==> src/rtl/latency_monitor_pkg.sv <==
// Shared types and channel-slice helpers for the latency monitor.
// Pure declarations: no latency, no backpressure.
package latency_monitor_pkg;

  typedef enum logic {
    ST_IDLE = 1'b0,
    ST_RUN  = 1'b1
  } state_t;

  localparam int MAX_CH  = 16;
  localparam int MAX_CW  = 32;
  localparam int MAX_BUS = MAX_CH * MAX_CW;

  function automatic logic [MAX_CW-1:0] slice_mask(input int unsigned w);
    logic [MAX_CW-1:0] m;
    if (w >= MAX_CW) m = '1;
    else             m = (MAX_CW'(1) << w) - MAX_CW'(1);
    return m;
  endfunction

  // Extract channel c (width w) from a packed per-channel bus.
  function automatic logic [MAX_CW-1:0] slice_get(input logic [MAX_BUS-1:0] bus,
                                                  input int unsigned c,
                                                  input int unsigned w);
    logic [MAX_BUS-1:0] sh;
    sh = bus >> (c * w);
    return sh[MAX_CW-1:0] & slice_mask(w);
  endfunction

  // Replace channel c (width w) of a packed per-channel bus with val.
  function automatic logic [MAX_BUS-1:0] slice_put(input logic [MAX_BUS-1:0] bus,
                                                   input int unsigned c,
                                                   input int unsigned w,
                                                   input logic [MAX_CW-1:0] val);
    logic [MAX_BUS-1:0] m;
    m = MAX_BUS'(slice_mask(w)) << (c * w);
    return (bus & ~m) | (MAX_BUS'(val & slice_mask(w)) << (c * w));
  endfunction

endpackage

==> src/rtl/latency_monitor_if.sv <==
// Request/response strobes and latency results for NUM_CH channels.
// Signal bundle only: no latency, no backpressure.
interface latency_monitor_if #(
  parameter int NUM_CH    = 4,
  parameter int CNT_WIDTH = 16
);
  logic [NUM_CH-1:0]           start;
  logic [NUM_CH-1:0]           done;
  logic                        clear;
  logic [NUM_CH*CNT_WIDTH-1:0] lat;
  logic [NUM_CH*CNT_WIDTH-1:0] min_lat;
  logic [NUM_CH*CNT_WIDTH-1:0] max_lat;
  logic [NUM_CH-1:0]           valid;
  logic [NUM_CH-1:0]           timeout;

  modport master (
    output start, done, clear,
    input  lat, min_lat, max_lat, valid, timeout
  );

  modport slave (
    input  start, done, clear,
    output lat, min_lat, max_lat, valid, timeout
  );
endinterface

==> src/rtl/latency_monitor_ch.sv <==
// One latency channel: start->done-rise cycle count, timeout, optional min/max (LATENCY_MONITOR_MINMAX_EN).
// Results registered one edge after the done edge; no backpressure, strobes are never stalled.
module latency_monitor_ch
  import latency_monitor_pkg::*;
#(
  parameter int CNT_WIDTH = 16,
  parameter int TIMEOUT   = 1000
) (
  input logic              i_clk,
  input logic              i_rst,
  latency_monitor_if.slave bus
);

  localparam logic [CNT_WIDTH-1:0] CNT_LAST = CNT_WIDTH'(TIMEOUT - 1);

  state_t               state;
  logic [CNT_WIDTH-1:0] cnt;
  logic [CNT_WIDTH-1:0] lat;
  logic                 done_q;
  logic                 valid;
  logic                 timeout;
  logic                 done_rise;
  logic [CNT_WIDTH-1:0] sample;

  assign done_rise = bus.done[0] & ~done_q;
  // cnt lags the cycle index by one, so the sample reported on the done edge is cnt+1
  assign sample    = cnt + CNT_WIDTH'(1);

  always_ff @(posedge i_clk) begin
    if (i_rst) begin
      state   <= ST_IDLE;
      cnt     <= '0;
      lat     <= '0;
      done_q  <= 1'b0;
      valid   <= 1'b0;
      timeout <= 1'b0;
    end else begin
      done_q  <= bus.done[0];
      valid   <= 1'b0;
      timeout <= 1'b0;
      case (state)
        ST_IDLE: begin
          if (bus.start[0]) begin
            state <= ST_RUN;
            cnt   <= '0;
          end
        end
        ST_RUN: begin
          if (done_rise) begin
            lat   <= sample;
            valid <= 1'b1;
            state <= ST_IDLE;
          end else if (cnt == CNT_LAST) begin
            timeout <= 1'b1;
            state   <= ST_IDLE;
          end else begin
            cnt <= sample;
          end
        end
        default: state <= ST_IDLE;
      endcase
    end
  end

  assign bus.lat     = lat;
  assign bus.valid   = valid;
  assign bus.timeout = timeout;

`ifdef LATENCY_MONITOR_MINMAX_EN
  logic                 complete;
  logic [CNT_WIDTH-1:0] min_q;
  logic [CNT_WIDTH-1:0] max_q;

  assign complete = (state == ST_RUN) & done_rise;

  always_ff @(posedge i_clk) begin
    if (i_rst) begin
      min_q <= '1;
      max_q <= '0;
    end else if (complete) begin
      // a clear landing with a completion restarts the statistics at this sample
      if (bus.clear) begin
        min_q <= sample;
        max_q <= sample;
      end else begin
        if (sample < min_q) min_q <= sample;
        if (sample > max_q) max_q <= sample;
      end
    end else if (bus.clear) begin
      min_q <= '1;
      max_q <= '0;
    end
  end

  assign bus.min_lat = min_q;
  assign bus.max_lat = max_q;
`else
  logic unused_clear;
  assign unused_clear = bus.clear;
  assign bus.min_lat  = '0;
  assign bus.max_lat  = '0;
`endif

endmodule

==> src/rtl/latency_monitor.sv <==
// NUM_CH independent request->response latency monitors; min/max tracking under LATENCY_MONITOR_MINMAX_EN.
// All outputs registered, one edge after the done edge; no backpressure.
module latency_monitor
  import latency_monitor_pkg::*;
#(
  parameter int NUM_CH    = 4,
  parameter int CNT_WIDTH = 16,
  parameter int TIMEOUT   = 1000
) (
  input  logic                        i_clk,
  input  logic                        i_rst,
  input  logic [NUM_CH-1:0]           i_start,
  input  logic [NUM_CH-1:0]           i_done,
  input  logic                        i_clear,
  output logic [NUM_CH*CNT_WIDTH-1:0] o_lat,
  output logic [NUM_CH*CNT_WIDTH-1:0] o_min,
  output logic [NUM_CH*CNT_WIDTH-1:0] o_max,
  output logic [NUM_CH-1:0]           o_valid,
  output logic [NUM_CH-1:0]           o_timeout
);

  localparam longint unsigned CNT_MAX = (64'd1 << CNT_WIDTH) - 64'd1;
  localparam bit TIMEOUT_OK = (TIMEOUT >= 1) && (64'(TIMEOUT) <= CNT_MAX);
  localparam bit GEOM_OK    = (NUM_CH >= 1) && (NUM_CH <= MAX_CH) &&
                              (CNT_WIDTH >= 1) && (CNT_WIDTH <= MAX_CW);

  if (!TIMEOUT_OK) begin : g_bad_timeout
    $error("latency_monitor: TIMEOUT must be in 1..2^CNT_WIDTH-1");
  end
  if (!GEOM_OK) begin : g_bad_geom
    $error("latency_monitor: NUM_CH must be 1..16 and CNT_WIDTH 1..32");
  end

  for (genvar c = 0; c < NUM_CH; c++) begin : g_ch
    latency_monitor_if #(.NUM_CH(1), .CNT_WIDTH(CNT_WIDTH)) ch_if ();

    assign ch_if.start = i_start[c];
    assign ch_if.done  = i_done[c];
    assign ch_if.clear = i_clear;

    latency_monitor_ch #(
      .CNT_WIDTH (CNT_WIDTH),
      .TIMEOUT   (TIMEOUT)
    ) u_ch (
      .i_clk (i_clk),
      .i_rst (i_rst),
      .bus   (ch_if.slave)
    );

    assign o_lat[c*CNT_WIDTH +: CNT_WIDTH] = ch_if.lat;
    assign o_min[c*CNT_WIDTH +: CNT_WIDTH] = ch_if.min_lat;
    assign o_max[c*CNT_WIDTH +: CNT_WIDTH] = ch_if.max_lat;
    assign o_valid[c]                      = ch_if.valid[0];
    assign o_timeout[c]                    = ch_if.timeout[0];
  end

endmodule

==> config.mk <==
export PLATFORM = sky130hd
export DESIGN_NAME = latency_monitor
export DESIGN_NICKNAME = d
export VERILOG_FILES = /design/src/rtl/latency_monitor_pkg.sv /design/src/rtl/latency_monitor_if.sv /design/src/rtl/latency_monitor_ch.sv /design/src/rtl/latency_monitor.sv
export SDC_FILE = /design/constraint.sdc
export NUM_CORES = 1
export LEC_CHECK = 0
export CELL_PAD_IN_SITES_DETAIL_PLACEMENT = 0
export CELL_PAD_IN_SITES_GLOBAL_PLACEMENT = 1
export CORE_UTILIZATION = 40
export DETAILED_ROUTE_END_ITERATION = 8
export GPL_ROUTABILITY_DRIVEN = 0
export PLACE_DENSITY = 0.95
export SETUP_SLACK_MARGIN = 0.5
export SYNTH_ARGS = -nofsm -noshare
export SYNTH_HDL_FRONTEND = slang
export SYNTH_HIERARCHICAL = 1
export SYNTH_SLANG_ARGS = --single-unit
==> constraint.sdc <==
create_clock -name i_clk -period 3 [get_ports i_clk]
set_input_delay 0.3 -clock i_clk [delete_from_list [all_inputs] [get_ports i_clk]]
set_output_delay 0.3 -clock i_clk [all_outputs]
set_load 0.005 [all_outputs]
* Word level (Yosys, flattened, before mapping)
Index checks and enable logic that the tools add are counted.
** Word-level totals
- Bits in registers :: 144
** Operators by class
- Multiplexer cells :: 40
- Eq/ne operators :: 16
- $add $sub $neg :: 4
- Bitwise gates (word level) :: 12
- Reduce and logical (&&, ||, !) cells :: 16
** Operator list (count)
- $mux W16 :: 12
- $pmux W16 S2 :: 4
- $add A16 B1 Y16 const B :: 4
- $eq A16 B10 Y1 const B :: 4
- $ne A2 B2 Y1 const B :: 12
- $mux W1 :: 20
- $reduce_and A3 Y1 :: 4
- $reduce_or A3 Y1 :: 4
- $not A1 Y1 :: 8
- $pmux W1 S2 :: 4
- $reduce_and A2 Y1 :: 4
- $reduce_or A2 Y1 :: 4
- $and A1 B1 Y1 :: 4

* Longest topological paths before layout
Gate-level depths: netlist of run 1.
- Word-level depth :: 4
- Gate-level depth with buffers :: 6

* Cells and area by module
The synthesis of run 1 kept the hierarchy.
** By module, submodules not included
- latency_monitor_ch :: cells each 250, instances 4, area an instance 2130.8 um2
- latency_monitor :: cells each 8, instances 1, area an instance 60.1 um2

* Worst setup path after synthesis of run 1
OpenSTA, ideal clock, no wires.
- Kind :: flip-flop to flip-flop
- Start point :: register g_ch[0].u_ch.cnt[0]
- End point :: register g_ch[0].u_ch.cnt[14]
- Cell stages (with the launch flop) :: 7
- Setup time :: 0.082 ns
- Arrival time :: 1.619 ns
- Setup slack :: 1.299 ns
- Cells stage by stage :: dfxtp_1 ha_1 nor4bb_4 and4_4 buf_6 or4_1 o221ai_1
** On the way
- Longest elaborated chain between the ends :: 4
- Elaborated cells on any way between the ends :: 7
** RTL lines
- start, declared :: RTL line latency_monitor_ch.sv:17 : logic [CNT_WIDTH-1:0] cnt;
- start signal, assigned :: RTL line latency_monitor_ch.sv:57 : cnt <= sample;
- $add A16 B1 Y16 :: RTL line latency_monitor_ch.sv:27 : assign sample = cnt + CNT_WIDTH'(1);
- $mux W16 :: RTL line latency_monitor_ch.sv:53 : end else if (cnt == CNT_LAST) begin
- $mux W16 :: RTL line latency_monitor_ch.sv:49 : if (done_rise) begin
- $pmux W16 S2 :: RTL line latency_monitor_ch.sv:41 : case (state)
Several ways; a longest one is shown, not always the timed one. The select of a mux whose other input is x is not followed.
A chain may end at the register's enable or synchronous reset.

* Worst setup path in the final report of run 1
Same ends and word-level chain as after synthesis.

==> results.sh, run 1 <==
export IMPL_port_buffers=81
export IMPL_place_area_um2=8970
export IMPL_clock_sinks=144
export IMPL_critPathArrivalTime_ns=2.40
export IMPL_antenna_found_initial=0
export IMPL_yosys_area_top_type="dfxtp_1"
export IMPL_p_seq_share_pct=44.4
export IMPL_cts_root_buffer="clkbuf_16"
export IMPL_htree_levels=4
export IMPL_syn2layout_area_growth_pct=11.3
export IMPL_setup_violations=0
export IMPL_hold_buffers=0
export IMPL_crit_fanout=13
export IMPL_async_flop_share_pct=0
export IMPL_ys_ff_latch=144
export IMPL_antennaDiodeCount=0
export IMPL_grt_max_degree=50
export IMPL_combPwrFrac_pct=8.4
export IMPL_setup_ws_ns=0.886
export IMPL_post_cts_buffers=0
export IMPL_cp_cell_sequence="ha_1 -> nor4bb_4 -> nand4_2 -> nand2_2 -> o221ai_1"
export IMPL_r2r_start="g_ch[0].u_ch/cnt[0]$_SDFFE_PP0P_"
export IMPL_p_switching_uw=1130
export IMPL_pre_cts_ws_ns=0.913
export IMPL_hold_class="primary input to flop"
export IMPL_postRouteAntennaNets=0
export IMPL_status="complete, no violations"
export IMPL_die_w_um=148
export IMPL_cts_resized=0
export IMPL_synthCells=1008
export IMPL_grtUsageTotal_pct=17.3
export IMPL_coreArea_um2=21000
export IMPL_nets=1061
export IMPL_cp_slowest_stage_delay_ns=0.47
export IMPL_clock_path_buffers=2
export IMPL_synth_top_area_share_pct=33.6
export IMPL_critPathLaunch="g_ch[0].u_ch/cnt[0]$_SDFFE_PP0P_"
export IMPL_leakage_uw=0.00317
export IMPL_finalCritPeriodShare_pct=70.5
export IMPL_fmax_ghz=0.473
export IMPL_netlist_area_um2=8580
export IMPL_final_hold_violation_count=0
export IMPL_cts_buffers=17
export IMPL_grt_pass1_vias=6303
export IMPL_worst_slew_pin_slew_ns=0.585
export IMPL_period_needed_ns=2.11
export IMPL_setup_tns_ns=0
export IMPL_rows=53
export IMPL_mostFrequentLayoutCell="dfxtp_1"
export IMPL_yosys_warnings=6
export IMPL_synth_edff_count=0
export IMPL_path_class="flop to flop"
export IMPL_skew_ns=0.0143
export IMPL_drc=0
export IMPL_drtIter0Drc=525
export IMPL_power_density_nw_per_um2=472
export IMPL_power_share_switching_pct=25.1
export IMPL_cp_required_ns=3.28
export IMPL_slowest_stage="dfxtp_1"
export IMPL_via_count=7086
export IMPL_holdCritStartpoint="i_rst"
export IMPL_synth_area_leaders="dfxtp_1 (34%), buf_4 (13%), xnor2_1 (4.1%)"
export IMPL_start_util_pct=40.8
export IMPL_ys_seq_area_share_pct=33.6
export IMPL_stdcell_area_um2=9550
export IMPL_die_h_um=148
export IMPL_rsz0062_at_grt="no"
export IMPL_path_clk_slew_ns=0.07
export IMPL_fp_dieArea_um2=22000
export IMPL_num_io_pins=211
export IMPL_cell_internal_pwr_uw=3380
export IMPL_via_per_inst=5.32
export IMPL_layout_drive_gt1_share_pct=10.8
export IMPL_dpl_hpwl_um=12500
export IMPL_maxCapViolCount=0
export IMPL_cts_tree="yes"
export IMPL_firstDrtPassIters=5
export IMPL_grt_pass1_wl_um=31400
export IMPL_grt_ovfl_total=0
export IMPL_final_core_util_pct=45.4
export IMPL_endpoint_kind="flop"
export IMPL_synth_cell_types=47
export IMPL_final_max_slew_viol_count=0
export IMPL_synth_top_flop_cell="dfxtp_1"
export IMPL_slew_headroom_pct=60.9
export IMPL_clockPowerShare_pct=47.2
export IMPL_finalPower_uw=4500
export IMPL_final_cell_mix="dfxtp_1 (144), conb_1 (128), nor2_1 (88), clkdlybuf4s50_1 (80), nand2_1 (76)"
export IMPL_avgSynthCellArea_um2=8.52
export IMPL_start_kind="flop"
export IMPL_vdd_ir_drop_worst_uv=248
export IMPL_routedWlPerCell_um=14.1
export IMPL_clk_latency_ns=0.42
export IMPL_wirelength_um=18800
-- power by group through the flow --
stage	registers (uW)	logic [uW]	clock network, uW
2_1_floorplan	2040	334	0
3_3_place_gp	2040	369	0
3_5_place_dp	2040	372	0
4_1_cts	2000	374	2170
5_1_grt	2010	421	2250
6_report	2000	377	2130
-- cells in the mapped netlist (20+ instances only) --
master and number:
o211ai_1 44, nand4_1 28, a21oi_1 48, nor2_1 88
or4_1 20, xnor2_1 40, clkbuf_1 24, nor3_1 24
a211oi_1 20, nand2b_1 24, dfxtp_1 144, o221ai_1 24
nand3_1 24, nand2_1 76, nor2b_1 24, o21ai_0 36
buf_4 144
-- worst max-delay path, delay by kind of cell (launching register included) --
kind                     cells  cell delay, ns
adder cells (fa/ha/maj)      1            0.33
AND/OR/NAND/NOR              3            1.00
flip-flops                   1            0.47
AO/OA/AOI/OAI                1            0.16
-- flip-flops by register name, indices dropped and copies added, names as in the netlist --
signal and flops:
g_ch.u_ch/done_q 4, g_ch.u_ch/bus.timeout 4, g_ch.u_ch/state 4, g_ch.u_ch/bus.valid 4, g_ch.u_ch/bus.lat 64, g_ch.u_ch/cnt 64
-- cell type report --
class | instances | area, um^2
Fill cell | 2007 | 11500
Clock buffer | 19 | 453
Inverter | 12 | 45.0
Multi-Input combinational cell | 780 | 4800
Tap cell | 275 | 344
Clock inverter | 12 | 129
Sequential cell | 144 | 2880
Timing Repair Buffer | 91 | 896
-- kinds of logic (layout without fill, tap and decap cells) --
| family | after synthesis | count (layout) | share of synthesized area [%] |
|---|---|---|---|
| DFF | 144 | 144 | 33.6 |
| and+or+nand+nor | 384 | 384 | 27.6 |
| adders and majority gates | 4 | 4 | 0.583 |
| AOI/OAI and AO/OA | 216 | 216 | 17.3 |
| xor gates and xnor gates | 48 | 48 | 4.90 |
| buffers and inverters | 208 | 134 | 15.9 |
| other | 4 | 128 | 0.175 |
-- per-stage QoR --
stage          hold slack (ns)  std cells
4_1_cts                  0.372       1333
3_5_place_dp             0.459       1302
6_report                 0.380       1333
5_1_grt                  0.397       1333
2_1_floorplan            0.428       1132
3_3_place_gp             0.445       1302
-- metal layers --
metal	GRT usage, %	share of wire (%)	vias to the layer above
li1	-	-	3470
met1	23.2	47	3345
met2	27.4	47	254
met3	3.16	5.2	17
met4	6.55	1.2	0
met5	0	0	-
-- final timing paths --
check                           slack [ns]  depth (start not counted)                                    to
worst max-delay path                  0.89                          5     g_ch[0].u_ch/cnt[14]$_SDFFE_PP0P_
worst min-delay path                  0.38                          2  g_ch[0].u_ch/bus.lat[3]$_SDFFE_PP0P_
worst max register to register        0.89                          5     g_ch[0].u_ch/cnt[14]$_SDFFE_PP0P_
worst min register to register        0.46                          2  g_ch[1].u_ch/bus.lat[1]$_SDFFE_PP0P_
Note: power is estimated with default switching activity, not from simulation.
==> run 2, diff against run 1 <==
- CORE_UTILIZATION: 40 -> 37
- PLACE_DENSITY: 0.95 -> 0.91
- clock period: 3 -> 2.2 ns (I/O delays scaled with it)
==> results.sh, run 2 (synthesis gave the netlist of run 1 again) <==
export IMPL_r2r_start="g_ch[0].u_ch/cnt[1]$_SDFFE_PP0P_"
export IMPL_syn2layout_area_growth_pct=21.0
export IMPL_num_io_pins=211
export IMPL_grtUsageTotal_pct=16.6
export IMPL_path_class="flop to flop"
export IMPL_clk_latency_ns=0.43
export IMPL_r2r_cells=6
export IMPL_grt_pass1_vias=6503
export IMPL_rsz0062_at_grt="yes"
export IMPL_cts_tree="yes"
export IMPL_cp_cell_sequence="ha_4 -> nor4bb_4 -> and4_4 -> buf_4 -> or4_1 -> o221ai_1"
export IMPL_die_h_um=154
export IMPL_path_clk_slew_ns=0.07
export IMPL_fp_dieArea_um2=23800
export IMPL_firstDrtPassIters=4
export IMPL_grt_util_met2_pct=26.9
export IMPL_cts_buffers=17
export IMPL_grt_pass1_wl_um=32300
export IMPL_die_w_um=154
export IMPL_layout_drive_gt1_share_pct=18.4
export IMPL_leakage_uw=0.00365
export IMPL_status="complete, no violations"
export IMPL_vdd_ir_drop_worst_uv=356
export IMPL_path_delay_family="simple AND/OR/NAND/NOR gates"
export IMPL_multi_input_area_um2=5190
export IMPL_hold_depth=2
export IMPL_hold_end="g_ch[0].u_ch/bus.lat[0]$_SDFFE_PP0P_"
export IMPL_final_cell_mix="conb_1 (128), dfxtp_1 (128), nor2_1 (88), clkdlybuf4s50_1 (80), nand2_1 (72)"
export IMPL_start_util_pct=37.8
export IMPL_period_needed_ns=1.69
export IMPL_skew_ns=0.0165
export IMPL_grt_max_degree=55
export IMPL_drc=0
export IMPL_cp_required_ns=2.55
export IMPL_crit_fanout=5
export IMPL_setup_violations=0
export IMPL_slowest_stage="or4_1"
export IMPL_final_max_slew_viol_count=0
export IMPL_postRouteAntennaNets=0
export IMPL_nets=1107
export IMPL_slew_headroom_pct=61.1
export IMPL_dpl_hpwl_um=13000
export IMPL_finalCritPeriodShare_pct=76.6
export IMPL_power_density_nw_per_um2=602
export IMPL_hold_class="primary input to flop"
export IMPL_cp_slowest_stage_delay_ns=0.48
export IMPL_wirelength_um=20600
export IMPL_cp_num_buf_inv=1
export IMPL_maxCapViolCount=0
export IMPL_endpoint_kind="flop"
export IMPL_clock_sinks=144
export IMPL_grt_busiest_layer="met2"
export IMPL_via_count=7342
export IMPL_worst_slew_pin_slew_ns=0.582
export IMPL_clock_path_buffers=2
export IMPL_htree_levels=4
export IMPL_critPathArrivalTime_ns=2.03
export IMPL_port_buffers=81
export IMPL_grt_ovfl_total=0
export IMPL_via_per_inst=5.28
export IMPL_start_kind="flop"
export IMPL_cts_root_buffer="clkbuf_16"
export IMPL_grtUsageMet1_pct=21.8
export IMPL_finalPower_uw=6250
export IMPL_fillers=2174
export IMPL_holdWs_ns=0.184
export IMPL_drtIter0Drc=399
export IMPL_seq_area_um2=2920
export IMPL_antennaDiodeCount=0
export IMPL_place_area_um2=9100
export IMPL_final_hold_violation_count=0
export IMPL_use_met3_pct=3.17
export IMPL_rows=55
export IMPL_r2r_end="g_ch[0].u_ch/cnt[12]$_SDFFE_PP0P_"
export IMPL_routedWlPerCell_um=14.8
export IMPL_holdCritStartpoint="i_rst"
export IMPL_setup_tns_ns=0
export IMPL_reg_top3="g_ch.u_ch/bus.lat: 64 flops, g_ch.u_ch/cnt: 64 flops"
export IMPL_fmax_ghz=0.593
export IMPL_stdcell_area_um2=10400
export IMPL_coreArea_um2=22700
export IMPL_rrSetupSlack_ns=0.51
export IMPL_antenna_found_initial=0
==> run 2: cell types whose count changed in the layout (fill, tap and decap cells not counted), sizes merged <==
cell      change
bufinv        +1
clkinv        -3
and4          +1
clkbuf        +1
clkinvlp      +2
buf          +45
==> run 2: worst max path at each step <==
stage                                startpoint                                end  slack, ns  cells past startpoint
6_report       g_ch[0].u_ch/cnt[1]$_SDFFE_PP0P_  g_ch[0].u_ch/cnt[12]$_SDFFE_PP0P_       0.51                      6
5_1_grt        g_ch[1].u_ch/cnt[4]$_SDFFE_PP0P_  g_ch[1].u_ch/cnt[12]$_SDFFE_PP0P_       0.43                      4
4_1_cts        g_ch[3].u_ch/cnt[0]$_SDFFE_PP0P_  g_ch[3].u_ch/cnt[14]$_SDFFE_PP0P_       0.50                      6
3_5_place_dp                          i_done[0]  g_ch[0].u_ch/cnt[14]$_SDFFE_PP0P_       0.24                      5
3_3_place_gp                          i_done[1]  g_ch[1].u_ch/cnt[10]$_SDFFE_PP0P_       0.28                      5
2_1_floorplan  g_ch[0].u_ch/cnt[0]$_SDFFE_PP0P_  g_ch[0].u_ch/cnt[14]$_SDFFE_PP0P_       0.54                      6
==> run 2: routing by layer <==
layer / up-vias / part of all wire (%)
met5: - / 0
met4: 0 / 1.4
met3: 26 / 6.1
met2: 280 / 48
met1: 3476 / 44
li1: 3560 / -
==> run 2: stage by stage <==
step / cells / worst slack [ns] / utilization, %
after global routing: 1390 / 0.431 / 45.7
after floorplan: 1132 / 0.539 / -
final: 1390 / 0.515 / 45.7
after detailed placement: 1327 / 0.240 / 40.1
after global placement: 1327 / 0.282 / 40.1
after CTS: 1384 / 0.503 / 44.1
==> run 2: final cells by class <==
cell class / instances / share of cell area, %
Clock buffer: 20 / 4.20
Clock inverter: 12 / 1.49
Inverter: 12 / 0.434
Multi-Input combinational cell: 781 / 50.0
Sequential cell: 144 / 28.1
Tap cell: 285 / 3.43
Timing Repair Buffer: 136 / 12.4
==> run 2: report_power, final <==
group | switching (uW) | internal (uW) | total [uW]
logic | 350 | 217 | 567
clock network | 1170 | 1790 | 2970
registers | 41.2 | 2680 | 2720
==> run 2: timing repair <==
action | CTS | global route
setup endpoints to repair | 53 | 51
hold buffers | 0 | 0
gates cloned | 1 | 0
gates resized for setup | 20 | 62
pin swaps | 5 | 23
buffers inserted | 24 | 6
